[src/rtl/csa_mult_seq_pkg.sv]
// ---------------------------------------------------------------------------
// csa_mult_pkg
//   Shared definitions for the sequential carry-save multiplier:
//   default operand width, FSM state encoding and the width helper for
//   the partial-product index counter.
// ---------------------------------------------------------------------------
package csa_mult_pkg;

    localparam int DEF_WIDTH = 8;

    // FSM encoding, kept as plain constants so the state register stays a
    // simple vector in netlists and older tools.
    typedef logic [1:0] state_t;
    localparam state_t ST_IDLE    = 2'd0;
    localparam state_t ST_ACCUM   = 2'd1;
    localparam state_t ST_RESOLVE = 2'd2;
    localparam state_t ST_DONE    = 2'd3;

    // Width of the partial-product index k (0..w-1); never narrower than 1.
    function automatic int cnt_width(input int w);
        return (w > 1) ? $clog2(w) : 1;
    endfunction

endpackage

[src/rtl/csa_mult_seq_if.sv]
// ---------------------------------------------------------------------------
// csa_mult_seq_if
//   Request/response bundle of the sequential carry-save multiplier.
//   Ports (from the requester's side, modport master):
//     start  out  request, sampled only while the multiplier is idle
//     A, B   out  unsigned operands, sampled together with start
//     busy   in   operation in progress
//     done   in   one-cycle completion pulse, P valid
//     P      in   product, held until the next accepted start
//   The multiplier connects through modport slave.
// ---------------------------------------------------------------------------
interface csa_mult_seq_if
    import csa_mult_pkg::*;
#(
    parameter int WIDTH = DEF_WIDTH
);

    logic                 start;
    logic [WIDTH-1:0]     A;
    logic [WIDTH-1:0]     B;
    logic                 busy;
    logic                 done;
    logic [2*WIDTH-1:0]   P;

    modport master (
        output start, A, B,
        input  busy, done, P
    );

    modport slave (
        input  start, A, B,
        output busy, done, P
    );

endinterface

[src/rtl/csa_mult_seq_row.sv]
// ---------------------------------------------------------------------------
// csa_row
//   One row of N independent full-adder cells (3:2 compressor).
//   Ports:
//     x_i, y_i, z_i  in   N-bit addends
//     s_o            out  bitwise sum   x ^ y ^ z
//     c_o            out  bitwise carry maj(x, y, z), not shifted; the
//                         caller aligns it one position up
//   Purely combinational; this is the only adder resource of the multiplier.
// ---------------------------------------------------------------------------
module csa_row #(
    parameter int N = 16
) (
    input  logic [N-1:0] x_i,
    input  logic [N-1:0] y_i,
    input  logic [N-1:0] z_i,
    output logic [N-1:0] s_o,
    output logic [N-1:0] c_o
);

    assign s_o = x_i ^ y_i ^ z_i;
    assign c_o = (x_i & y_i) | (x_i & z_i) | (y_i & z_i);

endmodule

[src/rtl/csa_mult_seq.sv]
// ---------------------------------------------------------------------------
// csa_mult_seq
//   Low-area unsigned multiplier. A single 2*WIDTH-bit carry-save row is
//   time-shared: WIDTH cycles fold one partial product per cycle into a
//   redundant sum/carry pair, then the same row (with a zero third input)
//   ripples the carry vector out until it is all-zero, leaving the product
//   in the sum register.
//   Ports:
//     clk  in   rising-edge clock
//     rst  in   synchronous active-high reset; drops any operation in flight
//     bus  slave side of csa_mult_seq_if (start/A/B in, busy/done/P out)
//   All outputs come straight from registers.
//
//   state   | meaning
//   --------+-----------------------------------------------------------
//   IDLE    | waiting for start; operands latched on acceptance
//   ACCUM   | WIDTH cycles, one partial product b[k]*a<<k added per cycle
//   RESOLVE | carry-save pair collapsed; exits when carry is zero
//   DONE    | one cycle, done pulse, P valid
// ---------------------------------------------------------------------------
module csa_mult_seq
    import csa_mult_pkg::*;
#(
    parameter int WIDTH = DEF_WIDTH
) (
    input  logic               clk,
    input  logic               rst,
    csa_mult_seq_if.slave      bus
);

    localparam int PW = 2 * WIDTH;
    localparam int KW = cnt_width(WIDTH);
    localparam logic [KW-1:0] K_LAST = KW'(WIDTH - 1);

    state_t             state_q, state_d;
    logic [KW-1:0]      k_q, k_d;
    logic [WIDTH-1:0]   a_q, a_d;
    logic [WIDTH-1:0]   b_q, b_d;
    logic [PW-1:0]      sum_q, sum_d;
    logic [PW-1:0]      carry_q, carry_d;
    logic [PW-1:0]      p_q, p_d;
    logic               busy_q, busy_d;
    logic               done_q, done_d;

    logic [WIDTH-1:0]   pp_bits;
    logic [PW-1:0]      pp;
    logic [PW-1:0]      row_z;
    logic [PW-1:0]      row_s;
    logic [PW-1:0]      row_c;
    logic [PW-1:0]      carry_sh;

    // Partial product for the current multiplier bit, aligned to weight k.
    assign pp_bits = a_q & {WIDTH{b_q[k_q]}};
    assign pp      = {{WIDTH{1'b0}}, pp_bits} << k_q;

    // RESOLVE reuses the row as a two-input half-adder stage.
    assign row_z = (state_q == ST_ACCUM) ? pp : '0;

    csa_row #(
        .N (PW)
    ) u_row (
        .x_i (sum_q),
        .y_i (carry_q),
        .z_i (row_z),
        .s_o (row_s),
        .c_o (row_c)
    );

    // Carry moves up one weight; the MSB falls off because the true product
    // always fits in PW bits, so the mod-2^PW arithmetic stays exact.
    assign carry_sh = {row_c[PW-2:0], 1'b0};

    always_comb begin
        state_d = state_q;
        k_d     = k_q;
        a_d     = a_q;
        b_d     = b_q;
        sum_d   = sum_q;
        carry_d = carry_q;
        p_d     = p_q;

        case (state_q)
            ST_IDLE: begin
                if (bus.start) begin
                    a_d     = bus.A;
                    b_d     = bus.B;
                    sum_d   = '0;
                    carry_d = '0;
                    k_d     = '0;
                    state_d = ST_ACCUM;
                end
            end

            ST_ACCUM: begin
                sum_d   = row_s;
                carry_d = carry_sh;
                if (k_q == K_LAST) begin
                    k_d     = '0;
                    state_d = ST_RESOLVE;
                end else begin
                    k_d = k_q + 1'b1;
                end
            end

            ST_RESOLVE: begin
                if (carry_q == '0) begin
                    p_d     = sum_q;
                    state_d = ST_DONE;
                end else begin
                    sum_d   = row_s;
                    carry_d = carry_sh;
                end
            end

            ST_DONE: begin
                state_d = ST_IDLE;
            end

            default: begin
                state_d = ST_IDLE;
            end
        endcase

        // Status flags are decoded from the next state so they can be
        // registered and still line up with the state they describe.
        busy_d = (state_d == ST_ACCUM) || (state_d == ST_RESOLVE);
        done_d = (state_d == ST_DONE);
    end

    always_ff @(posedge clk) begin
        if (rst) begin
            state_q <= ST_IDLE;
            k_q     <= '0;
            a_q     <= '0;
            b_q     <= '0;
            sum_q   <= '0;
            carry_q <= '0;
            p_q     <= '0;
            busy_q  <= 1'b0;
            done_q  <= 1'b0;
        end else begin
            state_q <= state_d;
            k_q     <= k_d;
            a_q     <= a_d;
            b_q     <= b_d;
            sum_q   <= sum_d;
            carry_q <= carry_d;
            p_q     <= p_d;
            busy_q  <= busy_d;
            done_q  <= done_d;
        end
    end

    assign bus.busy = busy_q;
    assign bus.done = done_q;
    assign bus.P    = p_q;

endmodule

[src/flat_wrapper.sv]
// flat-port wrapper written by rule: the top's interface ports become plain ports
module csa_mult_seq_flat import csa_mult_pkg::*;
#(
    parameter int WIDTH = DEF_WIDTH
)
  (clk, rst, bus_start, bus_A, bus_B, bus_busy, bus_done, bus_P);
  csa_mult_seq_if #(.WIDTH(WIDTH)) bus_i ();
  input  logic clk;
  input  logic rst;
  input wire logic [$bits(bus_i.start)-1:0] bus_start;
  input wire logic [$bits(bus_i.A)-1:0] bus_A;
  input wire logic [$bits(bus_i.B)-1:0] bus_B;
  output wire logic [$bits(bus_i.busy)-1:0] bus_busy;
  output wire logic [$bits(bus_i.done)-1:0] bus_done;
  output wire logic [$bits(bus_i.P)-1:0] bus_P;
  assign bus_i.start = bus_start;
  assign bus_i.A = bus_A;
  assign bus_i.B = bus_B;
  assign bus_busy = bus_i.busy;
  assign bus_done = bus_i.done;
  assign bus_P = bus_i.P;
  csa_mult_seq #(.WIDTH(WIDTH)) u_core (.clk(clk), .rst(rst), .bus(bus_i));
endmodule
[config.mk]
export PLATFORM = sky130hd
export DESIGN_NAME = csa_mult_seq_flat
export DESIGN_NICKNAME = d
export VERILOG_FILES = /design/src/rtl/csa_mult_seq_pkg.sv /design/src/rtl/csa_mult_seq_if.sv /design/src/rtl/csa_mult_seq_row.sv /design/src/rtl/csa_mult_seq.sv /design/src/flat_wrapper.sv
export SDC_FILE = /design/constraint.sdc
export NUM_CORES = 1
export LEC_CHECK = 0
export ABC_CLOCK_PERIOD_IN_PS = 4500
export CORE_AREA = 2 2 107 83
export CTS_CLUSTER_DIAMETER = 40
export CTS_CLUSTER_SIZE = 12
export DETAILED_ROUTE_END_ITERATION = 8
export DIE_AREA = 0 0 109 85
export PLACE_DENSITY = 0.73
export SYNTH_ARGS = -nofsm -noshare
export SYNTH_HDL_FRONTEND = slang
export SYNTH_SLANG_ARGS = --single-unit
[constraint.sdc]
create_clock -name clk -period 4.5 [get_ports clk]
set_input_delay 0.9 -clock clk [delete_from_list [all_inputs] [get_ports clk]]
set_output_delay 0.9 -clock clk [all_outputs]
set_load 0.05 [all_outputs]
; Yosys cells after proc, flatten, opt, wreduce, memory -nomap -nowiden
; Index checks and enable logic that the tools add are counted.
[word_totals]
register_bits = 71
out_inout_bits = 18
in_bits = 19
[classes]
n_eq_ne = 9
add_sub_neg = 1
bitwise = 8
reduce_logical = 9
n_mux = 15
shift = 1
magnitude_cmp = 1
[op_table]
columns = operator, count
row1 = one-hot mux 16 bit (3 select lines), 2
row2 = 2-to-1 mux 16 bit, 4
row3 = bitwise AND 15 bit, 3
row4 = bitwise XOR 16 bit, 2
row5 = bitwise OR 15 bit, 2
row6 = zero test 16 bit, 1
row7 = left shift 8 x 3 -> 16 bit, 1
row8 = bitwise AND 8 bit, 1
row9 = "equality test 2 bit, second input constant", 4
row10 = one-hot mux 2 bit (4 select lines), 1
row11 = 2-to-1 mux 2 bit, 3
row12 = 2-to-1 mux 3 bit, 2
row13 = one-hot mux 3 bit (2 select lines), 1
row14 = AND reduction 2 bit, 3
row15 = "equality test 2 x 1 -> 1 bit, second input constant", 2
row16 = "less-than comparator 3 x 4 -> 1 bit, second input constant", 1
row17 = "!= test 2 bit, second input constant", 2
row18 = "adder 3 x 1 -> 3 bit, second input constant", 1
row19 = binary-select mux 1 bit (select 3 bit), 1
row20 = "equality test 3 bit, second input constant", 1
row21 = AND reduction 3 bit, 1
row22 = nonzero test 3 bit, 1
row23 = zero test 2 bit, 1
row24 = nonzero test 2 bit, 1
row25 = other kinds (2), 2

; Depth between registers and ports, before layout
[depth]
depth_word = 10
depth_mapped = 9
mapped_depth_nobuf = 8

; Cells and area by module
; A second synthesis with hierarchy kept.
[hier_totals]
hier_cells = 410
area_unflattened_um2 = 3513.4
[by_module_without_submodules]
columns = mod, area_each_um2, cells_each, instances
row1 = csa_mult_seq, 3193.1, 394, 1
row2 = csa_row, 320.3, 16, 1

; Worst setup path after synthesis
; OpenSTA, ideal clock, no wires.
[synth_path]
kind = register -> register
from = register u_core.k_q[0]
to = register u_core.sum_q[3]
stages_incl_launch_ff = 9
required_ns = 4.430
setup_slack_ns = 2.214
arrival_ns = 2.216
path_cell_list = dfxtp_1 buf_6 mux4_2 or2_4 and4_4 or2b_1 fa_1 nand4b_1 a21oi_1
[synth_via]
elab_chain_len = 8
[synth_lines]
columns = element, line_no
row1 = start: declaration, csa_mult_seq.sv:36  ; logic [KW-1:0] k_q, k_d;
row2 = start signal: assignment, csa_mult_seq.sv:143  ; k_q <= k_d;
row3 = binary-select mux 1 bit (select 3 bit), csa_mult_seq.sv:53  ; assign pp_bits = a_q & {WIDTH{b_q[k_q]}};
row4 = 2-to-1 mux 1 bit (not written as such), csa_mult_seq.sv:53
row5 = bitwise AND 8 bit, csa_mult_seq.sv:53
row6 = left shift 8 x 3 -> 16 bit *, csa_mult_seq.sv:54  ; assign pp = {{WIDTH{1'b0}}, pp_bits} << k_q;
row7 = 2-to-1 mux 16 bit *, csa_mult_seq.sv:57  ; assign row_z = (state_q == ST_ACCUM) ? pp : '0;
row8 = bitwise XOR 16 bit *, csa_mult_seq_row.sv:21  ; assign s_o = x_i ^ y_i ^ z_i;
row9 = 2-to-1 mux 16 bit, csa_mult_seq.sv:106  ; if (carry_q == '0) begin
row10 = one-hot mux 16 bit (3 select lines) *, csa_mult_seq.sv:82  ; case (state_q)
row11 = end signal: assignment, csa_mult_seq.sv:146  ; sum_q <= sum_d;
row12 = end: declaration, csa_mult_seq.sv:39  ; logic [PW-1:0] sum_q, sum_d;
; Mark *: on every way between the ends. The rest lies on a longest branch, timed or not. The select of a mux whose other input is x is not followed.
; A chain may end at the register's enable or synchronous reset.

; Worst setup path after layout
[layout_path]
from = register u_core.k_q[0]
to = register u_core.sum_q[7]
; Same word-level chain as after synthesis.

==> summary.txt <==
Run status - completed
Detailed-routing iteration count for the pre-antenna-repair pass - 5
Power density normalized to cell area - 313 nW/um^2
Total of cells resized after clock tree synthesis - 0
Net count reported at finish - 508
Reg-to-reg critical path endpoint - u_core.sum_q[7]
Cell count after synthesis - 450
Die height - 85 um
Die width - 109 um
Part of the cycle the worst path needs - 63.6%
Drt total wl - 9250 um
Worst skew pair latency - 0.35 ns
Per-cell via count in the routed design - 5.76
Antenna cell count - 0
Fmax - 349 MHz
Mean routed wirelength per cell - 16.0 um
Initial antenna violation count - 0
Max Buffers Root-to-Sink - 2
Hold Path Cell Cnt - 2
Number of buffers inserted to repair setup after CTS - 0
Crit Path Category - flop to flop
Path depth of the worst reg2reg path - 7
Met1 WL - 4500 um
Flop2flop setup slack - 1.64 ns
Worst Hold Margin - 0.449 ns
Post-route minimum period - 2.86 ns
Initial Util - 45.7%
Critical Path Fanout Max - 17
Via count of the first global-routing pass - 3,105
Clk slew on worst S/H paths - 0.07 ns
H-tree lvl count - 3
Area growth, synth to finish - 15.3%
GR Overflow Total - 0
Share of synthesized flip-flops with an asynchronous set or reset - 0%
Avg Inst Size Synth - 8.37 um^2
Most frequent cell after synthesis - sky130_fd_sc_hd__nand2_1
GRT Overall Usage - 21.5%
Topmost layer with routed signal wires - met4
Post-Syn Nets - 491
CTS tree - built
Detailed-routed wire length on met2 - 4050 um
Worst Tran Pin Value - 1.10 ns
Biggest cell delay along the critical path - 0.76 ns
Count of state elements after synthesis - 70
Fraction of final layout cells with drive strength greater than 1 - 6.17%
Wire length of the first global-routing pass - 15,600 um
Routability-driven placement congestion ratio - 0.891
Worst IR Drop VDD - 240 uV
Min-Delay Path Class - flop to flop
Fin Setup TNS - 0 ns
Via total after detailed routing - 3,331
Root Buffer - sky130_fd_sc_hd__clkbuf_8
Cell accounting for the most synthesized area - sky130_fd_sc_hd__dfxtp_1
Worst setup SP type - flop
Most instantiated flip-flop cell in the synthesis netlist - sky130_fd_sc_hd__dfxtp_1
Number of endpoints failing setup at the final stage - 0
Capture endpoint of the worst hold path - u_core.bus.P[9]
Capturing element type of the critical path - flop
Number of top-level pins - 37
Standard-cell rows - 29
Num Clock Sinks - 70
Commonest cells in the synthesized netlist - sky130_fd_sc_hd__nand2_1 (77), sky130_fd_sc_hd__dfxtp_1 (70), sky130_fd_sc_hd__a21oi_1 (65)
Pin count of the biggest net entering global routing - 47
CP Cell Sequence - mux4_2 > or2_4 > o211a_1 > o21ai_0 > fa_1 > nand4b_1 > a21oi_1
Post-synth EDFFs - 0
Count of routing violations after the opening detailed-route iteration - 209
Sequential fraction of the synthesis area - 37.2%
Post-route clock skew - 0.0103 ns
Portion of synthesized cell area occupied by the leading cell type - 37.2%
Worst EP arrival - 3.14 ns
Unrepaired setup endpoints after global routing - false
Synth Cell Area - 3770 um^2
Routed met3 length - 600 um
WP data required - 4.77 ns
Worst slew margin relative to its limit - 26.8%
Max-cap violation count - 0
Area of the core - 8240 um^2
Count of warnings emitted by yosys - 0
Total count of hold-check failures in the final report - 0
Post-cts hold buffer count - 0
Die area - 9270 um^2
Number of max-slew violations in the final report - 0
Residual DRC count - 0
Leakage power summed over all cells - 1.35 nW
Top cells by area in the synthesized netlist - sky130_fd_sc_hd__dfxtp_1 (37%), sky130_fd_sc_hd__a21oi_1 (8.6%), sky130_fd_sc_hd__nand2_1 (7.7%), sky130_fd_sc_hd__fa_1 (7.4%), sky130_fd_sc_hd__nand4b_1 (6.0%)
Number of buffer cells added on primary ports - 36
Slowest-stage cell, CP - sky130_fd_sc_hd__dfxtp_1
Startpoint of the worst-slack reg-to-reg timing path - u_core.k_q[0]
Post-DP HPWL - 6170 um
Hold Crit Start - u_core.bus.P[9]
Number of buffers created by CTS - 9
Unique masters post-synth - 46
Antenna violation net count after detailed routing - 0
==> metrics by stage <==
| step | worst slack (ns) | power (mW) | util [%] | cell area [um^2] | cells |
|---|---|---|---|---|---|
| final | 1.64 | 1.36 | 52.7 | 4340 | 578 |
| after global placement | 1.79 | 0.861 | 50.4 | 4160 | 564 |
| after detailed placement | 1.69 | 0.865 | 50.4 | 4160 | 564 |
| after floorplan | 2.21 | 0.806 | - | 3770 | 450 |
| after global routing | 1.42 | 1.42 | 52.7 | 4340 | 578 |
| after CTS | 1.67 | 1.37 | 52.7 | 4340 | 578 |
==> final cells by class <==
| type | instances | area, um^2 |
|---|---|---|
| Tap cell | 108 | 135 |
| Fill cell | 779 | 3890 |
| Inverter | 30 | 113 |
| Multi-Input combinational cell | 312 | 2090 |
| Clock buffer | 13 | 159 |
| Timing Repair Buffer | 44 | 415 |
| Sequential cell | 70 | 1400 |
| Clock inverter | 1 | 30.0 |
==> flip-flops by register name, summed over array words and instances (netlist names) <==
signal           cells
u_core.a_q           8
u_core.sum_q        16
u_core.bus.busy      1
u_core.bus.P        16
u_core.b_q           8
u_core.carry_q      15
u_core.k_q           3
u_core.state_q       2
u_core.bus.done      1
==> where the power goes <==
group | internal (mW) | switching (mW)
Combinational | 0.0702 | 0.124
Clock | 0.281 | 0.223
Sequential | 0.637 | 0.0248
==> layer usage <==
layer,track usage [%],vias up
li1,-,1599
met1,31.9,1611
met2,30.3,112
met3,6.84,9
met4,5.24,0
met5,0,-
==> worst max path at each step <==
stage / slack (ns) / end / start
floorplan: 2.21 / u_core.sum_q[3] / u_core.k_q[0]
global placement: 1.79 / u_core.sum_q[8] / u_core.k_q[0]
detailed placement: 1.69 / u_core.sum_q[7] / u_core.k_q[0]
CTS: 1.67 / u_core.sum_q[7] / u_core.k_q[0]
global route: 1.42 / u_core.sum_q[7] / u_core.k_q[0]
finish: 1.64 / u_core.sum_q[7] / u_core.k_q[0]
==> cells by family (layout without fill, tap and decap cells) <==
logic type                 count (synthesis)  after routing  share of synthesized area (%)
AOI/OAI and AO/OA                        123            123                           18.3
adders and majority gates                 22             22                           10.1
buffers and inverters                     68             88                           7.31
DFF                                       70             70                           37.2
muxes                                     18             18                           6.14
and+or+nand+nor                          149            149                           21.0
==> critical path, delay by kind of cell, from the launching register on <==
family	cells	cell delay [ns]
DFF	1	0.76
muxes	1	0.59
AOI/OAI and AO/OA	3	0.55
and+or+nand+nor	2	0.45
adders and majority gates	1	0.42
==> layout by cell type, fill, tap and decap left out, types with 2 or more instances in the layout <==
| cell type | instances |
|---|---|
| sky130_fd_sc_hd__and3_1 | 2 |
| sky130_fd_sc_hd__mux2_2 | 5 |
| sky130_fd_sc_hd__o32ai_1 | 2 |
| sky130_fd_sc_hd__a21oi_1 | 65 |
| sky130_fd_sc_hd__clkdlybuf4s50_1 | 35 |
| sky130_fd_sc_hd__mux2i_1 | 10 |
| sky130_fd_sc_hd__dfxtp_1 | 70 |
| sky130_fd_sc_hd__mux4_1 | 2 |
| sky130_fd_sc_hd__nand4b_1 | 26 |
| sky130_fd_sc_hd__o211ai_1 | 2 |
| sky130_fd_sc_hd__nor2_1 | 9 |
| sky130_fd_sc_hd__o21ai_0 | 38 |
| sky130_fd_sc_hd__nor4_1 | 3 |
| sky130_fd_sc_hd__nand3_1 | 7 |
| sky130_fd_sc_hd__nand4_1 | 5 |
| sky130_fd_sc_hd__nand2b_1 | 4 |
| sky130_fd_sc_hd__ha_1 | 8 |
| sky130_fd_sc_hd__buf_4 | 8 |
| sky130_fd_sc_hd__nor2b_1 | 8 |
| sky130_fd_sc_hd__o211a_1 | 2 |
| sky130_fd_sc_hd__o2111ai_1 | 2 |
| sky130_fd_sc_hd__inv_1 | 29 |
| sky130_fd_sc_hd__clkbuf_8 | 11 |
| sky130_fd_sc_hd__o31ai_1 | 2 |
| sky130_fd_sc_hd__a32oi_1 | 3 |
| sky130_fd_sc_hd__fa_1 | 14 |
| sky130_fd_sc_hd__nand2_1 | 77 |
| sky130_fd_sc_hd__clkbuf_1 | 2 |
(Power assumes the default switching activity.)
